<file path="config.mk">
export PLATFORM = sky130hd
export DESIGN_NAME = divider
export DESIGN_NICKNAME = d
export VERILOG_FILES = /design/src/rtl/divider_pkg.sv /design/src/rtl/divider.sv
export SDC_FILE = /design/constraint.sdc
export NUM_CORES = 1
export LEC_CHECK = 0
export BUFFER_PORTS_ARGS = -buffer_cell sky130_fd_sc_hd__buf_2
export CORE_MARGIN = 1
export CORE_UTILIZATION = 25
export DETAILED_ROUTE_END_ITERATION = 10
export MAX_ROUTING_LAYER = met4
export SLEW_MARGIN = 25
export SYNTH_ARGS = -nofsm -noshare
export SYNTH_HDL_FRONTEND = slang
export SYNTH_SLANG_ARGS = --single-unit
</file>
<file path="constraint.sdc">
create_clock -name clk -period 5.35 [get_ports clk]
set_clock_uncertainty 0.2 [all_clocks]
set_input_delay 1.07 -clock clk [delete_from_list [all_inputs] [get_ports clk]]
set_output_delay 1.07 -clock clk [all_outputs]
set_load 0.005 [all_outputs]
</file>
<file path="src/rtl/divider_pkg.sv">
// divider_pkg: shared widths, iteration count and state encoding for the divider
package divider_pkg;
  localparam int RegWidth = 32;
  localparam int DoubleRegWidth = 64;
  localparam int IterCount = 32;
  typedef enum logic [1:0] {IDLE, BUSY, DONE} state_t;
endpackage

</file>
<file path="src/rtl/divider.sv">
// divider: 32-step restoring divider, signed/unsigned, {remainder, quotient} result
module divider
  import divider_pkg::*;
(
  input  logic                      clk,
  input  logic                      rst,
  input  logic                      start_i,
  input  logic                      signed_i,
  input  logic [RegWidth-1:0]       data1_i,
  input  logic [RegWidth-1:0]       data2_i,
  output logic [DoubleRegWidth-1:0] result_o,
  output logic                      done_o
);
  state_t state;
  logic [5:0] cnt;
  logic [DoubleRegWidth:0] acc, sh, nxt;
  logic [RegWidth-1:0] dvs, a_abs, b_abs, quo, rem;
  logic [RegWidth+1:0] diff;
  logic q_neg, r_neg;
  always_comb begin
    a_abs = (signed_i && data1_i[RegWidth-1]) ? -data1_i : data1_i;
    b_abs = (signed_i && data2_i[RegWidth-1]) ? -data2_i : data2_i;
    sh = acc << 1;
    diff = {1'b0, sh[DoubleRegWidth:RegWidth]} - {2'b0, dvs};
    // A borrow out of the 34-bit subtract means the divisor did not fit: restore
    nxt = diff[RegWidth+1] ? sh : {diff[RegWidth:0], sh[RegWidth-1:1], 1'b1};
    quo = q_neg ? -nxt[RegWidth-1:0] : nxt[RegWidth-1:0];
    rem = r_neg ? -nxt[DoubleRegWidth-1:RegWidth] : nxt[DoubleRegWidth-1:RegWidth];
  end
  always_ff @(posedge clk) begin
    if (rst) begin
      state <= IDLE;
      cnt <= '0;
      acc <= '0;
      dvs <= '0;
      q_neg <= 1'b0;
      r_neg <= 1'b0;
      result_o <= '0;
      done_o <= 1'b0;
    end else begin
      case (state)
        IDLE: begin
          done_o <= 1'b0;
          if (start_i && data2_i == '0) begin
            result_o <= {data1_i, {RegWidth{1'b1}}};
            done_o <= 1'b1;
            state <= DONE;
          end else if (start_i) begin
            acc <= {{(RegWidth+1){1'b0}}, a_abs};
            dvs <= b_abs;
            q_neg <= signed_i & (data1_i[RegWidth-1] ^ data2_i[RegWidth-1]);
            r_neg <= signed_i & data1_i[RegWidth-1];
            cnt <= '0;
            state <= BUSY;
          end
        end
        BUSY: begin
          if (!start_i) begin
            state <= IDLE;
          end else begin
            acc <= nxt;
            cnt <= cnt + 6'd1;
            if (cnt == 6'(IterCount - 1)) begin
              result_o <= {rem, quo};
              done_o <= 1'b1;
              state <= DONE;
            end
          end
        end
        DONE: begin
          done_o <= 1'b0;
          state <= IDLE;
        end
        default: state <= IDLE;
      endcase
    end
  end
endmodule

</file>
# Yosys cells after proc, flatten, opt, wreduce, memory -nomap -nowiden

Cells that the tools add are included.

Output and inout bits: 65
Flip-flop bits (word level): 171
Bits of input ports: 68

$add $sub $neg: 6
Eq/ne operators: 10
Reduce and logical (&&, ||, !) cells: 12
Mux-type cells: 26
Bitwise logic cells: 4

Operators by type and width:

| kind                                           | number |
|---|---|
| two-way mux 64 bit                             | 7 |
| one-hot mux 64 bit (2 select lines)            | 2 |
| two-way mux 32 bit                             | 4 |
| negator 32 bit                                 | 4 |
| subtractor 33 x 32 -> 34 bit                   | 1 |
| zero test 32 bit                               | 1 |
| two-way mux 6 bit                              | 3 |
| one-hot mux 6 bit (2 select lines)             | 1 |
| inequality test 2 bit (second input constant)  | 5 |
| two-way mux 2 bit                              | 4 |
| AND reduction 4 bit                            | 2 |
| adder 6 x 1 -> 6 bit (second input constant)   | 1 |
| == test 6 x 5 -> 1 bit (second input constant) | 1 |
| inequality test 3 bit (second input constant)  | 2 |
| AND reduction 3 bit                            | 2 |
| one-hot mux 2 bit (2 select lines)             | 1 |
| logical AND 1 bit                              | 3 |
| two-way mux 1 bit                              | 3 |
| one-hot mux 1 bit (3 select lines)             | 1 |
| nonzero test 3 bit                             | 1 |
| bitwise AND 1 bit                              | 2 |
| == test 2 x 1 -> 1 bit (second input constant) | 1 |
| == test 2 bit (second input constant)          | 1 |
| zero test 2 bit                                | 1 |
| 4 further kinds                                | 4 |

# Depth between registers and ports, before layout

Word-level depth: 7
Gate-level depth with buffers: 23
Mapped depth without buffers: 19

# Worst setup path after synthesis

OpenSTA, ideal clock, no wires.

Kind: flip-flop to flip-flop
Start point: reg acc[39]
End point: reg result_o[62]
Arrival time: 4498 ps
Setup slack: 567 ps
Stages on the path, launching flop included: 22
Required time: 5064 ps
Setup time: 86 ps
Path buffers: 4
Cells stage by stage: dfxtp_1 > ha_1 > clkbuf_1 > nand2_1 > o21ai_1 > a21oi_1 > a311o_1 > nand2_2 > buf_4 > clkbuf_1 > clkbuf_1 > nand2_1 > o21ai_0 > ha_1 > nand3_1 > nor3_1 > a41o_1 > o211ai_1 > or4_1 > o21ai_1 > xnor2_1 > a211oi_1

Longest elaborated chain between the ends: 7

Ends and longest elaborated chain:

| item                                    | RTL line      | RTL |
|---|---|---|
| start: declaration                      | divider.sv:16 | `logic [DoubleRegWidth:0] acc, sh, nxt;` |
| start signal: assignment                | divider.sv:49 | `acc <= {{(RegWidth+1){1'b0}}, a_abs};` |
| start signal: assignment                | divider.sv:61 | `acc <= nxt;` |
| subtractor 33 x 32 -> 34 bit            | divider.sv:24 | `diff = {1'b0, sh[DoubleRegWidth:RegWidth]} - {2'b0, dvs};` |
| two-way mux 64 bit (*)                  | divider.sv:26 | `nxt = diff[RegWidth+1] ? sh : {diff[RegWidth:0], sh[RegWidth-1:1], 1'b1};` |
| negator 32 bit                          | divider.sv:28 | `rem = r_neg ? -nxt[DoubleRegWidth-1:RegWidth] : nxt[DoubleRegWidth-1:RegWidth];` |
| two-way mux 32 bit (*)                  | divider.sv:28 |  |
| two-way mux 64 bit (*)                  | divider.sv:63 | `if (cnt == 6'(IterCount - 1)) begin` |
| two-way mux 64 bit (*)                  | divider.sv:58 | `if (!start_i) begin` |
| one-hot mux 64 bit (2 select lines) (*) | divider.sv:41 | `case (state)` |
| end signal: assignment                  | divider.sv:45 | `result_o <= {data1_i, {RegWidth{1'b1}}};` |
| end signal: assignment                  | divider.sv:64 | `result_o <= {rem, quo};` |
| end: declaration                        | divider.sv:11 | `output logic [DoubleRegWidth-1:0] result_o,` |

Mark *: on every way between the ends. The rest lies on a longest branch, timed or not. The select of a mux whose other input is x is not followed.
A chain may end at the register's enable or synchronous reset.

# Worst setup path in the final report

Start point: reg acc[55]
End point: reg result_o[60]

Same word-level chain as after synthesis.

==> impl_results.md <==
- Critical path class: flip-flop to flip-flop
- Number of buffers added by the clock tree synthesis step: 17
- Number of max-capacitance violations reported: 0
- Max H-tree Level: 4
- Die Width: 222.6 um
- Combinational family with the most area after synthesis: compound AO/OA/AOI/OAI gates
- Count of final max-slew check failures: 0
- Post-cts repair resize count: 0
- Share of the yosys chip area belonging to registers: 28.13%
- Final Net Count: 1819
- Leading cell types in the layout, fill and taps excluded: sky130_fd_sc_hd__nor2_1, sky130_fd_sc_hd__dfxtp_1, sky130_fd_sc_hd__nand2_1
- Via count of the first global-routing pass: 11302
- Die area: 49570 sq um
- Slew at the pin closest to its max-slew limit: 0.9474 ns
- Setup TNS after final layout: 0 ns
- Largest fanout of any net on the critical path: 15
- Critical path's slowest cell: sky130_fd_sc_hd__a2111oi_2
- Met1 Routed Length: 20.77 mm
- TritonCTS clock tree: built
- Fraction of synthesized cell area taken by the top area cell type: 28.13%
- Wire length of the first global-routing pass: 65.88 mm
- Buffer and inverter count on the worst path: 1
- Area leader, netlist: sky130_fd_sc_hd__dfxtp_1
- Dominant cells by area after synthesis: sky130_fd_sc_hd__dfxtp_1, sky130_fd_sc_hd__nor2_1, sky130_fd_sc_hd__nand2_1, sky130_fd_sc_hd__a211oi_1, sky130_fd_sc_hd__a21oi_1
- Area added between synthesis and finish: 15.26%
- Share of synthesized cell area in full adder, half adder and majority cells: 4.277%
- Total setup violations reported at the end of the flow: 0
- Cell area after technology mapping: 12170 sq um
- HPWL after detailed placement: 32.88 mm
- Hold crit path type: flip-flop to flip-flop
- Top Ports: 133
- Run status: completed
- Number of hold buffers added after cts: 0
- All-layer global routing usage: 17.44%
- Clk Tree Root Cell: sky130_fd_sc_hd__clkbuf_16
- Total via count in the routed design: 12492
- Number of clock sinks: 171
- CP Launch Type: flip-flop
- Highest attainable clock frequency: 206.3 MHz
- First-pass iteration count of the detailed router: 6
- Routed vias/inst: 5.341
- Share of synthesized area spent on multiplexers: 2.200%
- DIE HEIGHT: 222.6 um
- Xor and xnor area share after synthesis: 7.412%
- Placed cells: 2306
- Synthesized area per cell: 7.448 sq um
- Delay-heaviest family, CP: compound AO/OA/AOI/OAI gates
- Cell Chain, Critical Path: ha_1, a21oi_1, o21ai_0, a2111oi_2, o21a_1, nand2_2, o21ai_0, ha_1, nand3_1, nor3_1, a41o_1, o211ai_1, nor4_1, buf_4, mux2i_1, nand4_1, o211a_1
- Number of antenna violations at the first check in global routing: 2
- Ys flop type: sky130_fd_sc_hd__dfxtp_1
- Effective utilization at floorplan: 25.44%
- Met3 wirelength from detailed routing: 3.097 mm
- Arrival time worst endpoint: 5.01 ns
- Total wire length: 42.75 mm
- Crit end category: flip-flop
- Max IR drop VDD: 232.8 uV
- Post-synthesis cell count: 1634
- Relative slew slack: 36.78%
- FF+latch count, synth: 171
- Net count of the mapped netlist: 1743
- Power per Cell Area: 267.0 nW/um^2
- Clock latency on the worst-skew pair: 0.46 ns
- Most frequent standard cell in the layout excluding fill and tap cells: sky130_fd_sc_hd__nor2_1
- Endpoint required time on the critical path: 5.51 ns
- Fillers: 5180
- Final antenna-violating net count: 0
- EDFF count, synth: 0
- Starting DRT DRC Count: 1378
- Total DRC errors in the routed layout: 0
- Post-synthesis async set-or-reset flop share: 0%
- Placement row count: 80
- Met2 routed wirelength: 18.07 mm
- Number of port buffers: 132
- Post-layout utilization of the core: 29.32%
- Overflow after GRT: 0
- Highest routing layer actually used: met4
- Delay of the slowest cell on the worst path: 0.47 ns
- Layout Cells excl Fill: 2339
- Area fraction in and, or, nand and nor cells after synthesis: 24.12%
- Post-CTS Setup Repair Bufs: 0
- Post-route setup slack: 0.5025 ns
- Distinct cell type count after synthesis: 80
- Final cycle utilization of the critical path: 90.61%
- Final-report hold violation count: 0
- Core Region: 47850 sq um
- Clk slew on worst S/H paths: 0.08 ns
- RePlAce Congestion: 0.9530
- Final min period: 4.848 ns
- Worst Setup Slack post-DPL: 0.4607 ns
- Number of warnings printed during yosys synthesis: 0
- Deepest clock path buffer count: 2
- Routed wirelength normalized by instance count: 18.28 um
- Fraction of layout cells with a size suffix above 1: 13.87%
- Design Power: 3.745 mW
- Compound-gate portion of the synthesized area: 27.81%
- Leakage power figure: 5.452 nW
- Largest net degree at the start of global routing: 73
- Setup repair after global routing missed its margin: no
[logic make-up after synthesis]
family	Yosys count
AOI/OAI and AO/OA	493
xor gates and xnor gates	103
adders and majority gates	41
buffers and inverters	175
DFF	171
muxes	26
and+or+nand+nor	625
[per-stage QoR]
stage / hold slack [ns] / instance area [sq um]
final: 0.2452 / 14030
after global routing: 0.2595 / 14030
after CTS: 0.2469 / 14020
after detailed placement: 0.2352 / 13440
after global placement: 0.2340 / 13440
after floorplan: 0.2319 / 12170
[flip-flops by register name (all words and copies together), names as in the netlist]
register / count
r_neg: 1
dvs: 32
done_o: 1
cnt: 6
q_neg: 1
result_o: 64
acc: 64
state: 2
[path summary, 6_finish.rpt]
path / from / to / slack, ns / depth (start not counted)
max: acc[55] / result_o[60] / 0.50 / 17
max reg2reg: acc[55] / result_o[60] / 0.50 / 17
min: result_o[61] / result_o[61] / 0.25 / 2
min reg2reg: result_o[61] / result_o[61] / 0.25 / 2
[area by class of cell]
class | instances | area [sq um] | share of cell area [%]
Antenna cell | 1 | 2.502 | 0.01784
Clock buffer | 20 | 456.7 | 3.256
Multi-Input combinational cell | 1288 | 8036 | 57.29
Tap cell | 615 | 769.5 | 5.486
Inverter | 64 | 240.2 | 1.713
Clock inverter | 12 | 127.6 | 0.9098
Timing Repair Buffer | 168 | 970.9 | 6.922
Sequential cell | 171 | 3423 | 24.40
[cell usage after synthesis (11+ instances only)]
cell,number
sky130_fd_sc_hd__a21oi_1,106
sky130_fd_sc_hd__o41ai_1,11
sky130_fd_sc_hd__o31ai_1,23
sky130_fd_sc_hd__nor2b_1,24
sky130_fd_sc_hd__nand4_1,16
sky130_fd_sc_hd__o211ai_1,15
sky130_fd_sc_hd__clkbuf_1,72
sky130_fd_sc_hd__o21ai_0,85
sky130_fd_sc_hd__nand3_1,32
sky130_fd_sc_hd__nand2b_1,13
sky130_fd_sc_hd__buf_2,24
sky130_fd_sc_hd__a22oi_1,32
sky130_fd_sc_hd__or4_1,17
sky130_fd_sc_hd__a311oi_1,32
sky130_fd_sc_hd__a31oi_1,15
sky130_fd_sc_hd__mux2i_1,20
sky130_fd_sc_hd__xnor2_1,52
sky130_fd_sc_hd__nor2_1,220
sky130_fd_sc_hd__a211o_1,13
sky130_fd_sc_hd__dfxtp_1,171
sky130_fd_sc_hd__inv_1,62
sky130_fd_sc_hd__a211oi_1,79
sky130_fd_sc_hd__or3_1,22
sky130_fd_sc_hd__nor3_1,63
sky130_fd_sc_hd__ha_1,40
sky130_fd_sc_hd__nand2_1,160
sky130_fd_sc_hd__xor2_1,51
[layer usage]
metal	global-route usage (%)	vias up
met4	4.294	0
met2	25.06	501
li1	-	6108
met3	3.346	54
met1	24.75	5829
met5	-	-
[power breakdown]
part           internal (mW)  switching, mW
Sequential              1.35         0.0711
Combinational          0.367          0.688
Clock                  0.681          0.589
[worst register-to-register path: cells and delay by family (launching register included)]
| kind | cells | cell delay [ns] |
|---|---|---|
| compound gates | 8 | 2.09 |
| fa+ha+maj | 2 | 0.58 |
| buf+inv | 1 | 0.18 |
| flops | 1 | 0.46 |
| mux | 1 | 0.20 |
| simple gates | 5 | 1.03 |
(Power assumes the default switching activity.)
